## config.mk

```make
export PLATFORM = sky130hd
export DESIGN_NAME = instr_mem_loader
export DESIGN_NICKNAME = d
export VERILOG_FILES = /design/src/rtl/instr_mem_loader.sv
export SDC_FILE = /design/constraint.sdc
export NUM_CORES = 1
export LEC_CHECK = 0
export BUFFER_PORTS_ARGS = -buffer_cell sky130_fd_sc_hd__buf_4
export CORE_UTILIZATION = 54
export DETAILED_ROUTE_END_ITERATION = 10
export PLACE_DENSITY_LB_ADDON = 0.15
export SYNTH_ARGS = -nofsm -noshare
export SYNTH_HDL_FRONTEND = slang
export SYNTH_SLANG_ARGS = --single-unit
```

## constraint.sdc

```tcl
create_clock -name i_clk -period 3.1 [get_ports i_clk]
set_input_delay 0.465 -clock i_clk [delete_from_list [all_inputs] [get_ports i_clk]]
set_output_delay 0.465 -clock i_clk [all_outputs]
set_load 0.1 [all_outputs]
```

## src/rtl/instr_mem_loader.sv

```systemverilog
// instr_mem_loader: boot loader that streams a checksummed image into instruction memory, then releases the core
// ports: i_clk/i_rst (sync, active-high); i_byte_valid/i_byte/o_byte_ready byte handshake;
//        o_we/o_addr/o_wdata memory write port; o_core_rst_n core reset (low = held);
//        o_done sticky load success; o_err sticky load failure
module instr_mem_loader #(
  parameter int ADDR_W = 10,
  parameter logic [ADDR_W-1:0] BASE_ADDR = '0
)(
  input  logic              i_clk,
  input  logic              i_rst,
  input  logic              i_byte_valid,
  input  logic [7:0]        i_byte,
  output logic              o_byte_ready,
  output logic              o_we,
  output logic [ADDR_W-1:0] o_addr,
  output logic [31:0]       o_wdata,
  output logic              o_core_rst_n,
  output logic              o_done,
  output logic              o_err
);
  typedef enum logic [2:0] {HDR0, HDR1, DATA, CSUM, DONE, ERR} state_t;
  localparam logic [16:0] CAP = 17'(1) << ADDR_W;
  state_t state;
  logic [15:0] n;
  logic [16:0] wcnt;
  logic [1:0] bidx;
  logic [7:0] csum;
  logic [23:0] shift;
  logic xfer;
  logic [15:0] n_full;
  assign xfer = i_byte_valid && o_byte_ready;
  assign n_full = {n[15:8], i_byte};
  always_ff @(posedge i_clk) begin
    if (i_rst) begin
      state <= HDR0;
      n <= '0;
      wcnt <= '0;
      bidx <= '0;
      csum <= '0;
      shift <= '0;
      o_byte_ready <= 1'b0;
      o_we <= 1'b0;
      o_addr <= BASE_ADDR;
      o_wdata <= '0;
      o_core_rst_n <= 1'b0;
      o_done <= 1'b0;
      o_err <= 1'b0;
    end else begin
      o_we <= 1'b0;
      case (state)
        HDR0: begin
          // ready rises here the first cycle out of reset and stays up until a terminal state
          o_byte_ready <= 1'b1;
          if (xfer) begin
            n[15:8] <= i_byte;
            state <= HDR1;
          end
        end
        HDR1: if (xfer) begin
          n <= n_full;
          if ({1'b0, n_full} > CAP) begin
            state <= ERR;
            o_err <= 1'b1;
            o_byte_ready <= 1'b0;
          end else begin
            state <= (n_full == 16'd0) ? CSUM : DATA;
          end
        end
        DATA: if (xfer) begin
          shift <= {shift[15:0], i_byte};
          csum <= csum ^ i_byte;
          bidx <= bidx + 2'd1;
          if (bidx == 2'd3) begin
            o_wdata <= {shift, i_byte};
            o_addr <= BASE_ADDR + wcnt[ADDR_W-1:0];
            o_we <= 1'b1;
            wcnt <= wcnt + 17'd1;
            if (wcnt + 17'd1 == {1'b0, n}) state <= CSUM;
          end
        end
        CSUM: if (xfer) begin
          o_byte_ready <= 1'b0;
          if (i_byte == csum) begin
            state <= DONE;
            o_done <= 1'b1;
            o_core_rst_n <= 1'b1;
          end else begin
            state <= ERR;
            o_err <= 1'b1;
          end
        end
        default: ;
      endcase
    end
  end
endmodule

```

==> results of run 1 <==
path summary, 6_finish.rpt:
check	startpoint	to	slack, ns	depth (start not counted)
setup / recovery	wcnt[0]	state[0]	0.51	8
hold / removal	i_byte[5]	o_wdata[5]	0.24	3
hold reg to reg	o_wdata[25]	o_wdata[25]	0.45	2
setup reg to reg	wcnt[0]	state[0]	0.51	8
power breakdown:
| group | leakage (nW) | internal, mW | switching, mW |
|---|---|---|---|
| clock | 0.284 | 1.17 | 0.745 |
| combinational | 0.920 | 0.0850 | 0.165 |
| sequential | 0.935 | 1.52 | 0.0378 |
area by class of cell:
cell class                      count  area share
Timing Repair Buffer               64      0.0833
Clock inverter                     14      0.0281
Multi-Input combinational cell    447       0.401
Tap cell                          108      0.0228
Clock buffer                       18      0.0706
Inverter                            3     0.00190
Sequential cell                   116       0.392
critical path, cell delays in order, from the launching register on:
cell and delay [ns]:
dfxtp_1 0.48, ha_1 0.28, and3_1 0.37, nand4_4 0.18
or4b_1 0.52, o2111a_1 0.17, nor4_2 0.24, nand4_1 0.15
o211ai_1 0.13
flip-flops by register name (all words and copies together) (netlist names), 2 cells and up:
register	cells
bidx	2
csum	8
n	16
o_addr	10
o_wdata	32
shift	24
state	3
wcnt	17
logic make-up (layout without fill, tap and decap cells):
kind of cell | count (synthesis) | in the layout | synth area share
AND/OR/NAND/NOR | 277 | 277 | 0.251
flip-flops | 116 | 116 | 0.474
AO/OA/AOI/OAI | 113 | 113 | 0.128
XOR/XNOR | 46 | 46 | 0.0823
buffers and inverters | 45 | 99 | 0.0417
multiplexers | 8 | 8 | 0.0164
adder cells (fa/ha/maj) | 3 | 3 | 0.00716
stage by stage:
step / utilization / std cells / hold WS, ns / power (mW)
detailed placement: 0.609 / 738 / 0.448 / 1.83
finish: 0.675 / 770 / 0.241 / 3.72
CTS: 0.675 / 770 / 0.234 / 3.74
global placement: 0.609 / 738 / 0.443 / 1.83
global route: 0.675 / 770 / 0.245 / 3.84
floorplan: - / 608 / 0.432 / 1.76
metal layers:
layer  vias up  global-route usage  routed length (um)
met4         0               0.109                 280
met2       161               0.402                5290
li1       2130                   -                   -
met1      2051               0.333                5270
met3        23              0.0612                 665
met5         -                   0                   0
Yosys cell counts (2+ instances only):
cell type    n
a2111oi_0    3
a211oi_1     2
a21oi_1     85
a22oi_1      2
a31oi_1      6
and3_1       4
and4_1       2
buf_4        5
buf_6        2
clkbuf_1    33
dfxtp_1    116
ha_1         2
inv_1        3
mux2i_1      8
nand2_1    160
nand2b_1     2
nand3_1     22
nand3b_1     4
nand4_1      7
nor2_1      46
nor2b_1      2
nor3_1       9
nor3b_1      2
nor4_1       6
o211ai_1     2
o21ai_0      6
or3_1        3
xnor2_1     26
xor2_1      20
==> impl_metrics.toml, run 1 <==
[run_status]
outcome = "completed"

[logic_synthesis]
synth-seq-cells = 116
syn_area_per_cell_sq_um = 8.05
yosysUniqueCellTypes = 47
syn_nets = 621
syn_area_sq_um = 4890
synth_enable_flop_cells = 0
synth_ff_type = "dfxtp_1"
netlist_top_cells_area = "dfxtp_1 (47%), nand2_1 (12%), a21oi_1 (8.7%)"
yosys.area.top_type = "dfxtp_1"
synth_cells = 608
ys_seq_area_frac = 0.474
async_reset_ff_frac = 0
synth_top_area_frac = 0.474
ys_warn_count = 0

[placement]
dp_slack_ns = 0.547
dp_hpwl_mm = 7.64
dpl_cell_area_sq_um = 5340
numPortBuffers = 57
place.gp.congestion = 0.872

[sta]
tightest_slew_ns = 0.841
finalMaxSlewViolations = 0
relSlewSlack = 0.438
finalCriticalPeriod_ns = 2.59
finalSetupTns_ns = 0
finalClockSkew_ns = 0.00849
hold_viol_final = 0
max_freq_mhz = 385
finalCritPeriodShare = 0.837
worst_slack_ns = 0.506
rsz0062_at_grt = "false"
setup_viol = 0

[cells_and_area]
fill_cells = 714
nNetsFinal = 662
postLayoutCellArea_sq_um = 5920
antenna_cells = 0
layout_commonest_cell = "nand2_1"
multi_input_area_sq_um = 2370
drive_above_1_share = 0.153
final_cell_mix = "nand2_1 (160), dfxtp_1 (116), a21oi_1 (85), buf_4 (63), nor2_1 (46)"
area_growth_syn_to_layout_pct = 20.9
seq_area_sq_um = 2320

[global_routing]
grt_pass1_wl_mm = 19.4
grt_max_degree = 76
overflow = 0
grt_pass1_vias = 4128
track_usage = 0.255
grt_antenna_before_repair = 0

[clock_network]
cts-resized-gates = 0
cts.sinks = 116
htreeDepth = 4
clkLatencyLatePin_ns = 0.52
cts_root_buf = "clkbuf_8"
post-cts-setup-buffers = 0
cts_tree = "yes"
numCtsBuffers = 17
clk_transition_reported_paths_ns = 0.06
cts.path.max_buffers = 2
holdBufCountCts = 0

[power_and_ir_drop]
leakage_nw = 2.14
vdd_drop_max_mv = 0.481
power_density_nw_per_um2 = 628

[floorplanning]
ioPinCount = 58
die_width_um = 97.2
dieArea_sq_um = 9450
num_rows = 34
die_h_um = 97.2
core_area_sq_um = 8760
start_util = 0.559

[critical_path]
critical_path.endpoint_type = "flip-flop"
crit_path_start_kind = "flip-flop"
required_ns = 3.54
crit_type = "reg -> reg"
crit_fanout = 8
cp_data_arrival_time_ns = 3.03

[hold_path]
hp-class = "in -> reg"

[routing]
vias = 4365
drtIter0Drc = 237
drc = 0
wl_per_cell_um = 14.9
drt-total-wl_mm = 11.5
dr.pass1.iters = 5
ant_nets = 0
viasPerCell = 5.67

[job]
drv_cap = 0
Power figures use the tool's default switching activity.
==> inputs of run 2 (changes only) <==
Settings changed: ABC_AREA set to 1.
Clock period 3.1 ns to 2.6 ns, I/O delays scaled along.
==> run 2 against run 1 <==
Effect of this change:
- sequential share of layout area fell by 0.82 points
- clock skew fell by 0.0020 ns
- clock-buffer cell count rose by 4
- wire length rose by 13%
- final cell count rose by 12%
- highest routed layer unchanged
- via count rose by 7.6%
==> impl_metrics.toml, run 2 <==
[job]
drv_cap = 0

[global_routing]
grt_max_degree = 69
grt_pass1_wl_mm = 21.6
grt_antenna_before_repair = 0
overflow = 0
grt_pass1_vias = 4508
track_usage = 0.285

[logic_synthesis]
yosys-top-cells-count = "nand2_1 (139), dfxtp_1 (116), o21ai_0 (85)"
ys_seq_area_frac = 0.471
syn_area_per_cell_sq_um = 7.15
yosys.area.top_type = "dfxtp_1"
netlist_top_cells_area = "dfxtp_1 (47%), nand2_1 (11%), o21ai_0 (8.6%)"
yosysUniqueCellTypes = 26
syn_area_sq_um = 4930
ys_warn_count = 0
synth_cells = 690
synth_ff_type = "dfxtp_1"
synth_enable_flop_cells = 0
syn_nets = 703
synth_top_area_frac = 0.471
synth.most_common_cell = "nand2_1"
synth-seq-cells = 116
async_reset_ff_frac = 0

[critical_path]
ff2ff_setup_slack_ns = 0.45
crit_type = "reg -> reg"
required_ns = 3.00
worst_path_max_delay_cell = "dfxtp_1"
crit_path_start_kind = "flip-flop"
rr_startpoint = "wcnt[0]"
cp_cell_sequence = "ha_1 -> nand2_1 -> nor2_4 -> nand2_1 -> nand2_1 -> nand2_1 -> nand2_1 -> nand3_1 -> nor2_1 -> nand3_1 -> nor2_1 -> nand2_1 -> nand2_1 -> nand2_1 -> nand2_1 -> nor2_1"
cp_data_arrival_time_ns = 2.55
crit_fanout = 5
path_common_cell = "nand2_1"
critical_path.endpoint_type = "flip-flop"
worst-path-buf-inv = 0
rr_worst_depth = 16
crit_family = "simple AND/OR/NAND/NOR gates"
critical_path_depth = 16
slowest_delay_ns = 0.43
setup.worst_path.end = "state[0]"
r2r-end = "state[0]"
worstSetupStartpoint = "wcnt[0]"

[floorplanning]
die_width_um = 97.6
start_util = 0.563
core_area_sq_um = 8760
die_h_um = 97.6
ioPinCount = 58
num_rows = 34
dieArea_sq_um = 9520

[placement]
dp_hpwl_mm = 9.11
place.gp.congestion = 0.913
numPortBuffers = 57
placed_cells = 832
dpl_cell_area_sq_um = 5450
dp_slack_ns = 0.470

[clock_network]
cts-resized-gates = 0
clk_transition_reported_paths_ns = 0.06
clkLatencyLatePin_ns = 0.51
cts.sinks = 116
htreeDepth = 4
post-cts-setup-buffers = 0
cts.path.max_buffers = 2
cts_root_buf = "clkbuf_8"
cts_tree = "yes"
holdBufCountCts = 0
numCtsBuffers = 17

[routing]
viasPerCell = 5.44
dr.pass1.iters = 5
ant_nets = 0
drtIter0Drc = 303
drt-total-wl_mm = 13.0
vias = 4695
drc = 0
wl_per_cell_um = 15.0

[sta]
max_freq_mhz = 464
relSlewSlack = 0.680
worst_slack_ns = 0.447
setup_viol = 0
rsz0062_at_grt = "false"
finalCritPeriodShare = 0.828
holdWs_ns = 0.208
tightest_slew_ns = 0.479
finalMaxSlewViolations = 0
finalClockSkew_ns = 0.00648
finalCriticalPeriod_ns = 2.15
finalSetupTns_ns = 0
hold_viol_final = 0

[cells_and_area]
postLayoutCellArea_sq_um = 6050
fin_cells = 863
largest_reg_flops = 32
layout_commonest_cell = "nand2_1"
final_core_util = 0.690
max_flop_register = "o_wdata"
drive_above_1_share = 0.136
nNetsFinal = 756
antenna_cells = 0
area_growth_syn_to_layout_pct = 22.6
final_cell_mix = "nand2_1 (139), dfxtp_1 (116), o21ai_0 (85), a21oi_1 (78), nor2_1 (71)"
fill_cells = 760
reg.largest.list = "o_wdata: 32 flops, shift: 24 flops, wcnt: 17 flops"

[hold_path]
hp-class = "in -> reg"

[power_and_ir_drop]
power_density_nw_per_um2 = 758
leakage_nw = 2.53
vdd_drop_max_mv = 0.599
power_mw = 4.58

[run_status]
outcome = "completed"
-- run 2: cell types whose count changed in the layout (fill, tap and decap cells not counted), moves of 20 or more --
cell / previous run / this run
nor2_1: 46 / 71
o21ai_0: 6 / 85
inv_1: 3 / 65
xnor2_1: 26 / 6
nand3_1: 21 / 52
nand2_1: 160 / 139
-- run 2: tightest hold or removal path, stage by stage --
cell and delay, ns:
buf_4 0.15, inv_1 0.05, o21ai_0 0.07
-- run 2: cell type report --
type | instances | area [sq um] | area share
Tap cell | 108 | 135 | 0.0224
Multi-Input combinational cell | 474 | 2230 | 0.369
Clock buffer | 22 | 443 | 0.0733
Clock inverter | 9 | 154 | 0.0255
Inverter | 68 | 255 | 0.0422
Timing Repair Buffer | 66 | 508 | 0.0840
Sequential cell | 116 | 2320 | 0.384
-- run 2: routing by layer --
layer,GRT usage,routed length [um],vias to the layer above
li1,-,-,2358
met3,0.0525,630,32
met5,0,0,-
met4,0.135,436,0
met2,0.491,6460,150
met1,0.343,5450,2155
-- run 2: worst min path at each step --
stage	start	end	slack (ns)	cells after the start
2_1_floorplan	bidx[0]	bidx[0]	0.43	1
3_3_place_gp	bidx[0]	bidx[0]	0.44	1
3_5_place_dp	o_err	o_err	0.45	2
4_1_cts	i_byte[7]	o_wdata[7]	0.20	3
5_1_grt	i_byte[1]	shift[1]	0.22	3
6_report	i_byte[7]	o_wdata[7]	0.21	3
-- run 2: cell families (layout without fill, tap and decap cells) --
| group | count (synthesis) | in the layout | synth area share |
|---|---|---|---|
| AO/OA/AOI/OAI | 171 | 171 | 0.177 |
| XOR/XNOR | 11 | 11 | 0.0195 |
| flip-flops | 116 | 116 | 0.471 |
| buffers and inverters | 100 | 165 | 0.0774 |
| adder cells (fa/ha/maj) | 2 | 2 | 0.00507 |
| AND/OR/NAND/NOR | 290 | 290 | 0.250 |
-- run 2: where the power goes --
| group | internal, mW | switching (mW) |
|---|---|---|
| clock | 1.57 | 0.799 |
| sequential | 1.83 | 0.0337 |
| combinational | 0.103 | 0.244 |
